===== src/rtl/pipelined_array_mult.sv =====
// Pipelined M x N array multiplier with valid/ready flow control.
// Each stage accumulates ROWS_PER_STAGE partial-product rows; unsigned or Baugh-Wooley signed.
module pipelined_array_mult #(
  parameter int unsigned M              = 4,
  parameter int unsigned N              = 4,
  parameter int unsigned ROWS_PER_STAGE = 2,
  parameter int unsigned TAG_W          = 4
) (
  input  logic               clk,
  input  logic               rst_n,
  input  logic               in_valid,
  output logic               in_ready,
  input  logic [M-1:0]       in_a,
  input  logic [N-1:0]       in_b,
  input  logic               in_signed,
  input  logic [TAG_W-1:0]   in_tag,
  output logic               out_valid,
  input  logic               out_ready,
  output logic [M+N-1:0]     out_product,
  output logic               out_signed,
  output logic [TAG_W-1:0]   out_tag
);

  localparam int unsigned P = M + N;
  localparam int unsigned S = (N + ROWS_PER_STAGE - 1) / ROWS_PER_STAGE;
  // Baugh-Wooley correction: 2^(M-1) + 2^(N-1) + 2^(M+N-1), modulo 2^(M+N).
  localparam logic [P-1:0] BwCorr =
      P'((64'd1 << (M - 1)) + (64'd1 << (N - 1)) + (64'd1 << (P - 1)));

  logic [S-1:0]     vld_q, vld_d;
  logic [S-1:0]     adv, load;
  logic [P-1:0]     acc_q [S];
  logic [P-1:0]     acc_d [S];
  logic [M-1:0]     a_q   [S];
  logic [M-1:0]     a_d   [S];
  logic [N-1:0]     b_q   [S];
  logic [N-1:0]     b_d   [S];
  logic [S-1:0]     sgn_q, sgn_d;
  logic [TAG_W-1:0] tag_q [S];
  logic [TAG_W-1:0] tag_d [S];

  // One partial-product row, shifted into place; in signed mode the MSB row and
  // MSB column are inverted, except their shared corner bit.
  function automatic logic [P-1:0] pp_row(input logic [M-1:0] a, input logic b_bit,
                                           input int r, input logic sgn);
    logic [P-1:0] row;
    logic         inv;
    row = '0;
    for (int j = 0; j < int'(M); j++) begin
      inv        = sgn & ((r == int'(N) - 1) ^ (j == int'(M) - 1));
      row[r + j] = (a[j] & b_bit) ^ inv;
    end
    return row;
  endfunction

  // Advance chain walks from the output back to stage 0.
  always_comb begin
    logic free;
    free = out_ready;
    adv  = '0;
    for (int k = int'(S) - 1; k >= 0; k--) begin
      adv[k] = vld_q[k] & free;
      free   = ~vld_q[k] | adv[k];
    end
    in_ready = free;
  end

  always_comb begin
    load    = '0;
    load[0] = in_valid & in_ready;
    for (int k = 1; k < int'(S); k++) begin
      load[k] = adv[k-1];
    end
    for (int k = 0; k < int'(S); k++) begin
      vld_d[k] = load[k] | (vld_q[k] & ~adv[k]);
    end
  end

  always_comb begin
    logic [P-1:0]     acc;
    logic [M-1:0]     a;
    logic [N-1:0]     b;
    logic             sg;
    logic [TAG_W-1:0] tg;
    for (int k = 0; k < int'(S); k++) begin
      if (k == 0) begin
        acc = in_signed ? BwCorr : '0;
        a   = in_a;
        b   = in_b;
        sg  = in_signed;
        tg  = in_tag;
      end else begin
        acc = acc_q[k-1];
        a   = a_q[k-1];
        b   = b_q[k-1];
        sg  = sgn_q[k-1];
        tg  = tag_q[k-1];
      end
      for (int r = 0; r < int'(N); r++) begin
        if (r >= k * int'(ROWS_PER_STAGE) && r < (k + 1) * int'(ROWS_PER_STAGE)) begin
          acc = acc + pp_row(a, b[r], r, sg);
        end
      end
      acc_d[k] = acc;
      a_d[k]   = a;
      b_d[k]   = b;
      sgn_d[k] = sg;
      tag_d[k] = tg;
    end
  end

  // Data registers load only on a capture so idle or stalled stages do not toggle.
  always_ff @(posedge clk or negedge rst_n) begin
    if (!rst_n) begin
      vld_q <= '0;
      sgn_q <= '0;
      for (int k = 0; k < int'(S); k++) begin
        acc_q[k] <= '0;
        a_q[k]   <= '0;
        b_q[k]   <= '0;
        tag_q[k] <= '0;
      end
    end else begin
      vld_q <= vld_d;
      for (int k = 0; k < int'(S); k++) begin
        if (load[k]) begin
          acc_q[k] <= acc_d[k];
          a_q[k]   <= a_d[k];
          b_q[k]   <= b_d[k];
          sgn_q[k] <= sgn_d[k];
          tag_q[k] <= tag_d[k];
        end
      end
    end
  end

  assign out_valid   = vld_q[S-1];
  assign out_product = acc_q[S-1];
  assign out_signed  = sgn_q[S-1];
  assign out_tag     = tag_q[S-1];

endmodule

===== config.mk =====
export PLATFORM = sky130hd
export DESIGN_NAME = pipelined_array_mult
export DESIGN_NICKNAME = d
export VERILOG_FILES = /design/src/rtl/pipelined_array_mult.sv
export SDC_FILE = /design/constraint.sdc
export NUM_CORES = 1
export LEC_CHECK = 0
export ABC_CLOCK_PERIOD_IN_PS = 7650
export BUFFER_PORTS_ARGS = -buffer_cell sky130_fd_sc_hd__buf_2
export CAP_MARGIN = 20
export CORE_UTILIZATION = 62
export CTS_BUF_LIST = sky130_fd_sc_hd__clkbuf_4 sky130_fd_sc_hd__clkbuf_8
export CTS_CLUSTER_DIAMETER = 50
export DETAILED_ROUTE_END_ITERATION = 7
export PLACE_DENSITY = 0.87
export SYNTH_ARGS = -nofsm -noshare
export SYNTH_HDL_FRONTEND = slang
export SYNTH_SLANG_ARGS = --single-unit

===== constraint.sdc =====
create_clock -name clk -period 7.65 [get_ports clk]
set_clock_uncertainty 0.2 [all_clocks]
set_input_delay 0 -clock clk [delete_from_list [all_inputs] [get_ports clk]]
set_output_delay 0 -clock clk [all_outputs]
set_load 0.01 [all_outputs]

After elaboration in Yosys (flattened, before gate mapping)
Cells that the tools add are included.

cells by class
  add/sub/neg operators = 4
  multipliers = 0
  div/mod/pow operators = 0
  $lt $le $gt $ge = 0
  eq/ne operators = 0
  shifts and indexed selects = 0
  muxes and demuxes = 1
  bitwise operators = 35
  reductions and logical operators = 0

operators by type and width
  cell         number
  $and 1x1->1  21
  $add 8x4->8  1
  $add 8x5->8  1
  $add 8x6->8  1
  $add 8x7->8  1
  $mux 8       1
  $xor 1x1->1  6
  $not 1->1    4
  $or 1x1->1   4

word-level totals
  bits in registers = 36
  latch bits = 0
  memory bits (writable) = 0
  bits in read-only memories = 0
  input port bits = 17
  output and inout port bits = 15
  logic and storage cells = 49
  memories kept = 0

Logic depth before layout (Yosys ltp)
Gate-level depths: netlist of the first run.

  word-level depth = 6
  depth in mapped cells = 8
  depth with buffers taken out = 8

Worst setup path before layout of the first run
OpenSTA, ideal clock, no wires.

  path type = reg-to-reg
  start point = register sgn_q[0]
  end point = register acc_q, in the netlist out_product[7]
  library setup time = 0.095 ns
  arrival time = 2.177 ns
  required time = 7.355 ns
  path slack = 5.177 ns
  stages on the path, launching flop included = 9
  path buffers = 1
  period minus slack after synthesis = 2.473 ns
  path through = dfrtp_1 > clkbuf_1 > xnor2_1 > fa_1 > ha_1 > fa_1 > nand3_1 > a21boi_0 > o31ai_1

between the ends
  cells in the longest elaborated chain, start to end = 3
  elaborated cells between the ends (all ways) = 6
  those cells by class = 2 x add/sub; 4 x bitwise

ends and longest elaborated chain
  item                             RTL line  RTL
  start, declared                  38        logic [S-1:0] sgn_q, sgn_d;
  start signal, assigned by index  130       sgn_q[k] <= sgn_d[k];
  $xor 1x1->1                      51        row[r + j] = (a[j] & b_bit) ^ inv;
  $add 8x6->8                      101       acc = acc + pp_row(a, b[r], r, sg);
  $add 8x7->8 *                    101
  end signal, assigned by index    127       acc_q[k] <= acc_d[k];
  end, declared                    32        logic [P-1:0] acc_q [S];

Mark *: on every way between the ends. The rest lies on a longest branch, timed or not.
A chain may end at the register's enable or synchronous reset.

Worst setup path in the final report of the first run
Ends and elaborated chain as after synthesis.

==> results of run 1 <==
[worst paths after layout]
path,to,start
min in group clk,tag_d[3],in_tag[3]
max reg2reg,out_product[7],sgn_q[0]
max,out_product[7],sgn_q[0]
min,out_tag[3],rst_n
min reg2reg,out_tag[1],out_tag[1]
max in group asynchronous,out_product[5],rst_n
[report_power, final]
| part | total, mW | leakage [nW] | internal (mW) | switching, mW |
|---|---|---|---|---|
| logic | 0.203 | 0.595 | 0.106 | 0.0977 |
| registers | 0.234 | 0.381 | 0.209 | 0.0248 |
| clock network | 0.128 | 0.0456 | 0.0720 | 0.0562 |
| total | 0.565 | 1.02 | 0.387 | 0.179 |
[cell type report]
cell class | count | area share
clock buffers | 6 | 0.0210
clock inverters | 2 | 0.0163
inverters | 6 | 0.0117
multi-input cells | 96 | 0.390
flip-flops and latches | 32 | 0.373
well taps | 30 | 0.0175
repair buffers | 52 | 0.170
[worst max-delay path, delay by kind of cell (launching register included)]
kind | cells | cell delay, ps
adders and majority gates | 3 | 1120
and+or+nand+nor | 1 | 110
AOI/OAI and AO/OA | 2 | 330
DFF | 1 | 500
xor gates and xnor gates | 1 | 270
[per-layer routing]
layer	GRT usage	up-vias	routed length [µm]
met2	0.490	37	1800
met4	0.0833	0	61
met3	0.0874	9	136
li1	-	584	-
met5	0	-	0
met1	0.278	611	1470
[sequential cells by signal, indices dropped and copies added, names as in the netlist]
signal / cells
a_d: 4
b_d: 2
out_product: 8
tag_d: 4
acc_q: 6
sgn_q: 2
out_tag: 4
vld_q: 2
[Yosys cell counts (all sizes together)]
master | instances | share of area
nor2b | 1 | 0.0036
dfrtp | 32 | 0.46
and3 | 1 | 0.0036
xnor2 | 6 | 0.030
nand2b | 1 | 0.0036
and2b | 1 | 0.0050
nand2 | 13 | 0.032
ha | 8 | 0.057
fa | 5 | 0.057
buf | 10 | 0.046
and2 | 7 | 0.025
a21oi | 5 | 0.014
o31ai | 4 | 0.017
mux2 | 22 | 0.15
a21boi | 2 | 0.0086
clkbuf | 1 | 0.0021
nand3 | 3 | 0.0086
o21ai | 12 | 0.034
nor3 | 1 | 0.0029
inv | 6 | 0.014
xor2 | 1 | 0.0050
and3b | 3 | 0.017
[cell families after synthesis]
| logic type | count (synthesis) | share of synthesized area |
|---|---|---|
| fa+ha+maj | 13 | 0.115 |
| flops | 32 | 0.459 |
| compound gates | 23 | 0.0745 |
| xor+xnor | 7 | 0.0351 |
| mux | 22 | 0.153 |
| simple gates | 31 | 0.102 |
| buf+inv | 17 | 0.0624 |
[metrics by stage]
step,utilization,instance area (µm²),power [mW],cells
floorplan,-,1750,0.387,145
global placement,0.722,1850,0.413,195
detailed placement,0.722,1850,0.425,195
CTS,0.835,2140,0.567,224
global route,0.835,2140,0.604,224
finish,0.835,2140,0.565,224
[cell usage in the layout, fill, tap and decap left out, types with 2 or more instances in the layout]
cell,netlist,layout
fa_1,5,5
mux2_2,17,17
mux2_4,5,5
nand2_1,12,12
a21oi_1,5,5
and2_1,7,7
ha_1,8,8
dfrtp_1,32,32
o21ai_0,12,12
inv_1,5,5
clkbuf_4,0,6
and3b_1,2,2
a21boi_0,2,2
xnor2_1,6,6
dlygate4sd3_1,0,21
o31ai_1,4,4
buf_2,1,31
nand3_1,3,3
[repair_timing]
| action | 4_1_cts | 5_1_grt |
|---|---|---|
| hold endpoints to repair | 53 | 0 |
| gates resized for setup | 0 | 0 |
| hold buffers | 21 | 0 |
==> results by group, run 1 <==
Run status
  • Status: complete, no violations

Place
  • Post-Place Worst Slack: 5030 ps
  • GP Congestion: 0.775
  • Port buffer count: 31
  • Detailed Place HPWL: 2.37 mm

Floorplan
  • # IOs: 32
  • Core footprint: 2570 µm²
  • Initial core utilization: 0.680
  • Cell row count: 18
  • Die height: 55.1 µm
  • Chip width: 55.1 µm
  • Die area: 3030 µm²

Worst setup path
  • Setup CP Type: flip-flop to flip-flop
  • Worst path max stage delay: 500 ps
  • CP Launch Type: flip-flop
  • Crit-path max FO: 8
  • Most frequent CP cell: fa_1
  • CP Data Required Time: 7680 ps
  • R2R setup slack: 5010 ps
  • Setup crit end kind: flip-flop
  • Worst R2R Path Depth: 7
  • Slowest library cell on the worst path: dfrtp_1
  • Worst Path Arrival: 2670 ps
  • Cell Chain, Critical Path: xnor2_1 > fa_1 > ha_1 > fa_1 > nand3_1 > a21boi_0 > o31ai_1

CTS
  • Register clock-pin slew on the reported worst setup and hold paths: 100 ps
  • Clk_lat worst skew: 330 ps
  • CTS Buf Count: 5
  • H-tree depth: 2
  • Clock Tree Buf Depth: 2
  • Clk sinks: 32
  • Setup bufs post-CTS: 0
  • Clk root buf: clkbuf_4
  • CTS tree: yes

Logic synthesis
  • Post-Syn Instances: 145
  • Seq/Total Area, Yosys: 0.459
  • Library cells used by synthesis: 28
  • Synthesis Warnings: 0
  • Syn Area/Cell: 12.0 µm²
  • Syn Nets: 175
  • Synthesized flop and latch total: 32
  • Mapped cell area: 1750 µm²

Routing
  • Final WL: 3.46 mm
  • Vias: 1241
  • DRT iter0 DRCs: 24
  • DR WL/cell: 15.5 µm
  • DR vias/cell: 5.54
  • ANT nets after route: 0
  • Remaining DRCs: 0
  • Drt pass-1 iters: 4

Timing
  • Hold Fails Final Rpt: 0
  • Final setup TNS: 0 ps
  • # setup viols final: 0
  • Slew HR: 0.544
  • Setup WS post-layout: 5010 ps
  • Hold_ws: 29.6 ps
  • Max Slew Vio Count: 0
  • Final min period: 2640 ps
  • Final period utilization: 0.345
  • Worst-Margin Slew: 683 ps
  • Highest Clock Rate: 379 MHz
  • RSZ-0062 raised after global routing: false

Cells and area
  • Share of layout cells above drive strength 1: 0.335
  • Filler cells: 157
  • Multi-input logic area: 836 µm²
  • Register area: 801 µm²
  • Final nets: 223
  • Area grow syn2layout: 22.9%
  • Antenna cells: 0

Power and ir drop
  • Pwr/cell area: 264 nW/µm²
  • Max VDD drop: 0.000271 V
  • LEAKAGE: 1.02 nW

GRT
  • Initial antenna violation count: 0
  • Vias in the first global route: 1235
  • Global-route wire length before repair: 5.36 mm
  • GR Util All Layers: 0.264
  • Pin count of the biggest net entering global routing: 33
  • Congestion Overflow GR: 0

Hold path
  • Hold WC Path Type: input pin to asynchronous set/reset pin

Job
  • Max-cap violation count: 0
(Power assumes the default switching activity.)
==> inputs of run 2 (changes only) <==
- ABC_CLOCK_PERIOD_IN_PS: 7650 -> 2310
- CORE_UTILIZATION: 62 -> 52
- PLACE_DENSITY: 0.87 -> 0.77
- clock period: 7.65 -> 2.31 ns (I/O delays scaled with it)
==> run 2 against run 1 <==
The run now ends with negative setup slack left. Routed wire length down 2.4%. Hold slack better by 16 ps. Count of clock-buffer cells in the layout up 2. Clock power rose to 2.7 times the previous value. Global-route usage down 4.6 points. Power rose to 3.3 times the previous value. Critical path depth unchanged. Sequential share of layout area down 1.0 points. Final area up 2.9%. Critical endpoint unchanged.
==> results by group, run 2 (same netlist as run 1, synthesis figures left out) <==
Worst setup path
  • CP Launch Type: flip-flop
  • Worst R2R Path Depth: 7 (unchanged)
  • Delay-heaviest family, CP: adder cells
  • Worst r2r src: sgn_q[0]
  • CP bufs+invs: 0 (unchanged)
  • Worst path max stage delay: 490 ps (about the same)
  • Setup crit end kind: flip-flop
  • Worst Path Arrival: 2330 ps (-340 ps)
  • Crit-path max FO: 5 (-3)
  • WP depth: 7 (unchanged)
  • CP Data Required Time: 2300 ps (-5380 ps)
  • Cell Chain, Critical Path: xnor2_2 > fa_1 > ha_2 > fa_2 > nand3_2 > and3b_1 > o31ai_1
  • R2R setup slack: -30 ps (-5040 ps)
  • Setup CP Type: flip-flop to flip-flop
  • Crit Reg-Reg Endpoint: out_product[7]
  • Slowest library cell on the worst path: dfrtp_2

Routing
  • ANT nets after route: 0 (unchanged)
  • Remaining DRCs: 0 (unchanged)
  • DR WL/cell: 14.1 µm (-8.9%)
  • Vias: 1230 (-0.89%)
  • Drt pass-1 iters: 4 (unchanged)
  • DRT iter0 DRCs: 29 (+21%)
  • Final WL: 3.38 mm (-2.4%)
  • DR vias/cell: 5.13 (-7.5%)

Timing
  • Hold_ws: 46.0 ps (+16.5 ps)
  • # setup viols final: 2 (+2)
  • Slew HR: 0.544 (about the same)
  • Final min period: 2340 ps (-295 ps)
  • Max Slew Vio Count: 0 (unchanged)
  • Hold Fails Final Rpt: 0 (unchanged)
  • Setup WS post-layout: -33.2 ps (-5040 ps)
  • Worst-Margin Slew: 683 ps (-0.141 ps)
  • RSZ-0062 raised after global routing: true
  • Highest Clock Rate: 427 MHz (+13%)
  • Final period utilization: 1.01 (+0.669)

Power and ir drop
  • Cell Int Power: 1.27 mW (+230%)
  • Sequential share of power: 0.415 (+0.002)
  • Psw: 0.587 mW (+230%)
  • Clk pwr share: 0.186 (-0.041)
  • LEAKAGE: 1.04 nW (+1.7%)
  • Combinational share of power: 0.399 (+0.039)
  • Max VDD drop: 0.000423 V (+56%)
  • Switching Share: 0.316 (about the same)
  • Pwr/cell area: 840 nW/µm² (+220%)

Cells and area
  • Most frequent cells in the layout: dfrtp_1, buf_2, dlygate4sd3_1
  • Antenna cells: 0 (unchanged)
  • Max FFs per register: 8 (unchanged)
  • Final nets: 225 (+0.90%)
  • Area grow syn2layout: 26.5%
  • Post-route core utilization: 0.706 (-0.130)
  • Fin cells: 240 (+7.1%)
  • Share of layout cells above drive strength 1: 0.408 (+0.0731)

Floorplan
  • Die area: 3590 µm² (+18%)
  • Initial core utilization: 0.558 (-0.122)
  • Cell row count: 20 (+2)
  • Core footprint: 3130 µm² (+22%)
  • # IOs: 32 (unchanged)
  • Die height: 59.9 µm (+8.9%)
  • Chip width: 59.9 µm (+8.9%)

GRT
  • Initial antenna violation count: 0 (unchanged)
  • Congestion Overflow GR: 0 (unchanged)
  • Global-route wire length before repair: 5.61 mm (+4.6%)
  • Vias in the first global route: 1277 (+3.4%)
  • Pin count of the biggest net entering global routing: 33 (unchanged)
  • GR Util All Layers: 0.218 (-0.0463)

CTS
  • Clock Tree Buf Depth: 2 (unchanged)
  • CTS tree: yes
  • CTS Buf Count: 5 (unchanged)
  • H-tree depth: 2 (unchanged)
  • Clk_lat worst skew: 320 ps (about the same)
  • Clk sinks: 32 (unchanged)
  • Clk root buf: clkbuf_4
  • Register clock-pin slew on the reported worst setup and hold paths: 90 ps (about the same)

Place
  • GP Congestion: 0.815 (+5.3%)
  • # placed instances: 210 (+7.7%)
  • Detailed Place HPWL: 2.45 mm (+3.2%)
  • Post-Place Worst Slack: -114 ps (-5140 ps)
  • Port buffer count: 31 (unchanged)

Run status
  • Status: complete, but fails checks
  • Failing checks: negative setup slack

Job
  • Max-cap violation count: 0 (unchanged)

Hold path
  • Hold WC Path Type: input pin to asynchronous set/reset pin
## run 2: layout make-up
cell class                 instances  area [µm²]
fill                             245         921
multi-input combinational         96         886
sequential                        32         802
timing repair buffer              54         373
clock buffer                       8        66.3
tap                               44        55.1
inverter                           6        25.0
## run 2: worst register-to-register path, cell delays in order (launching register included)
cell and delay [ps]:
dfrtp_2 490, xnor2_2 200, fa_1 440, ha_2 200, fa_2 370, nand3_2 90, and3b_1 160, o31ai_1 70
## run 2: what timing repair did
item	4_1_cts	5_1_grt
buffers inserted	4	0
hold endpoints to repair	54	0
hold buffers	18	0
endpoints found under the setup margin	3	4
cloned	0	0
resized for setup	5	3
pin swaps	4	0
## run 2: per-stage QoR
| step | area, µm² | TNS [ps] | total power [mW] |
|---|---|---|---|
| 6_report | 2210 | -64.0 | 1.85 |
| 3_5_place_dp | 1890 | -244 | 1.42 |
| 4_1_cts | 2190 | -39.8 | 1.86 |
| 2_1_floorplan | 1770 | 0 | 1.30 |
| 3_3_place_gp | 1890 | -7.64 | 1.38 |
| 5_1_grt | 2210 | -267 | 1.99 |
## run 2: worst max-delay path by stage
stage             start             end  slack, ps
6_report       sgn_q[0]  out_product[7]        -30
5_1_grt          b_d[3]  out_product[6]       -100
4_1_cts        sgn_q[0]  out_product[4]        -30
3_5_place_dp     b_d[3]  out_product[7]       -110
3_3_place_gp     b_d[3]  out_product[7]         -7
2_1_floorplan  sgn_q[0]  out_product[4]        0.6
## run 2: power groups by stage
stage               Combinational [mW]  Sequential (mW)  Clock [mW]
CTS                              0.736            0.770       0.354
floorplan                        0.527            0.770           0
finish                           0.740            0.770       0.345
global route                     0.825            0.787       0.379
global placement                 0.609            0.773           0
detailed placement               0.636            0.784           0
## run 2: layer usage
layer  part of all wire  vias to the layer above  global-route usage
met4              0.013                        0              0.0864
li1                   -                      593                   -
met1               0.43                      598               0.246
met2               0.53                       32               0.400
met5                  0                        -                   0
met3              0.028                        7              0.0411
==> inputs of run 3 (changes only) <==
- ABC_CLOCK_PERIOD_IN_PS: 2310 -> 2600
- CORE_UTILIZATION: 52 -> 57
- PLACE_DENSITY: 0.77 -> 0.8
- SKIP_LAST_GASP: default -> 1
- clock period: 2.31 -> 2.6 ns (I/O delays scaled with it)
==> run 3 against run 2 <==
The run ends with design-rule violations left. Register-to-register slack gained 200 ps. Clock power rose by 22%. Utilization increased by 6.6 points. Count of clock-buffer cells in the layout decreased by 1. Routed wire length shrank 4.1%. Critical path depth stayed put. Global-route usage rose by 1.3 points. Largest power group unchanged.
==> results by group, run 3 (same netlist as run 1, synthesis figures left out) <==
Timing
  • Slew HR: 0.539 (-0.00582)
  • Final min period: 2430 ps (+86.4 ps)
  • Worst-Margin Slew: 692 ps (+8.74 ps)
  • Max Slew Vio Count: 0 (unchanged)
  • Final period utilization: 0.934 (-0.0799)
  • Final setup TNS: 0 ps (+64.0 ps)
  • # setup viols final: 0 (-2)
  • Hold_ws: 32.7 ps (-13.3 ps)
  • Highest Clock Rate: 412 MHz (-3.6%)
  • RSZ-0062 raised after global routing: false
  • Setup WS post-layout: 170 ps (+204 ps)
  • Hold Fails Final Rpt: 0 (unchanged)

Run status
  • Failing checks: design-rule violations
  • Status: complete, but fails checks

Routing
  • ANT nets after route: 0 (unchanged)
  • DR WL/cell: 14.3 µm (+1.9%)
  • Final WL: 3.24 mm (-4.1%)
  • DRT iter0 DRCs: 25 (-14%)
  • DR vias/cell: 5.41 (+5.6%)
  • Vias: 1223 (-0.57%)
  • Drt pass-1 iters: 6 (+2)
  • Remaining DRCs: 2 (+2)

Power and ir drop
  • Power, Total: 1.70 mW (-8.2%)
  • Max VDD drop: 0.000414 V (-2.2%)
  • Pwr/cell area: 780 nW/µm² (-7.1%)
  • LEAKAGE: 1.03 nW (-0.49%)

CTS
  • CTS Buf Count: 5 (unchanged)
  • Register clock-pin slew on the reported worst setup and hold paths: 100 ps (about the same)
  • Clk_lat worst skew: 330 ps (about the same)
  • Clk sinks: 32 (unchanged)
  • Clock Tree Buf Depth: 2 (unchanged)
  • CTS tree: yes
  • Clk root buf: clkbuf_4
  • H-tree depth: 2 (unchanged)

GRT
  • Vias in the first global route: 1218 (-4.6%)
  • Congestion Overflow GR: 0 (unchanged)
  • Pin count of the biggest net entering global routing: 33 (unchanged)
  • GR Util All Layers: 0.231 (+0.0130)
  • Initial antenna violation count: 0 (unchanged)
  • Global-route wire length before repair: 5.53 mm (-1.4%)

Floorplan
  • Die area: 3290 µm² (-8.5%)
  • Cell row count: 19 (-5.0%)
  • Die height: 57.3 µm (-4.3%)
  • # IOs: 32 (unchanged)
  • Initial core utilization: 0.617 (+0.0590)
  • Core footprint: 2830 µm² (-9.6%)
  • Chip width: 57.3 µm (-4.3%)

Worst setup path
  • CP Launch Type: flip-flop
  • Slowest library cell on the worst path: dfrtp_2
  • Cell Chain, Critical Path: xnor2_2 > fa_1 > ha_1 > fa_2 > nand3_1 > a21boi_0 > o31ai_1
  • Crit-path max FO: 8 (+3)
  • Worst Path Arrival: 2470 ps (+140 ps)
  • Setup crit end kind: flip-flop
  • CP Data Required Time: 2640 ps (+340 ps)
  • Worst path max stage delay: 490 ps (about the same)
  • Setup CP Type: flip-flop to flip-flop

Cells and area
  • Filler cells: 191 (-22%)
  • Share of layout cells above drive strength 1: 0.349 (-0.0594)
  • Most frequent cells in the layout: dfrtp_1, buf_2, dlygate4sd3_1
  • Area grow syn2layout: 25.0%
  • Max FFs per register: 8 (unchanged)
  • Final nets: 224 (-0.44%)
  • Register area: 802 µm² (unchanged)
  • Multi-input logic area: 846 µm² (-4.5%)
  • Antenna cells: 0 (unchanged)

Place
  • Post-Place Worst Slack: 38.6 ps (+152 ps)
  • Port buffer count: 31 (unchanged)
  • GP Congestion: 0.785 (-3.7%)
  • Detailed Place HPWL: 2.32 mm (-5.1%)

Hold path
  • Hold WC Path Type: input pin to asynchronous set/reset pin

Job
  • Max-cap violation count: 0 (unchanged)
run 3: cell types whose count changed in the layout (fill, tap and decap cells not counted), sizes merged:
cell         change
dlygate4sd3      +4
bufinv           +1
clkbuf           -1
buf              -5
run 3: routing by layer:
metal  GRT usage  up-vias  routed length, µm
li1            -      589                  -
met1       0.286      594               1380
met2       0.382       32               1680
met3      0.0658        8                125
met4      0.0941        0                 64
met5           0        -                  0
run 3: timing repair:
action	in CTS	in global routing
buffers inserted	0	0
resized for setup	0	3
hold endpoints to repair	54	0
setup endpoints to repair	0	2
hold buffers	22	0
run 3: layout make-up:
class,count,share of cell area
Timing Repair Buffer,53,0.172
Clock buffer,7,0.0298
Multi-Input combinational cell,96,0.388
Sequential cell,32,0.368
Inverter,6,0.0115
Clock inverter,1,0.0138
Tap cell,31,0.0178
run 3: worst paths after layout:
kind / from / end / slack, ps / cells after the start
setup reg to reg: sgn_q[0] / out_product[7] / 170 / 7
max in group asynchronous: rst_n / sgn_q[0] / 1670 / 2
setup / recovery: sgn_q[0] / out_product[7] / 170 / 7
hold / removal: rst_n / tag_d[3] / 30 / 2
min in group clk: in_b[3] / b_d[3] / 230 / 3
hold reg to reg: out_product[0] / out_product[0] / 310 / 1
run 3: through the flow:
stage	instance area (µm²)	utilization	std cells
after floorplan	1750	-	145
after global placement	1860	0.656	196
after detailed placement	1860	0.656	196
after CTS	2170	0.767	226
after global routing	2180	0.771	226
final	2180	0.771	226
run 3: power by group:
group | internal (mW) | total (mW) | switching [mW]
logic | 0.316 | 0.594 | 0.278
clock network | 0.255 | 0.421 | 0.166
registers | 0.615 | 0.688 | 0.0727
total | 1.19 | 1.70 | 0.516
run 3: critical path: cells and delay by family, from the launching register on:
| kind | cells | cell delay (ps) |
|---|---|---|
| fa+ha+maj | 3 | 1030 |
| flops | 1 | 490 |
| compound gates | 2 | 310 |
| xor+xnor | 1 | 200 |
| simple gates | 1 | 110 |
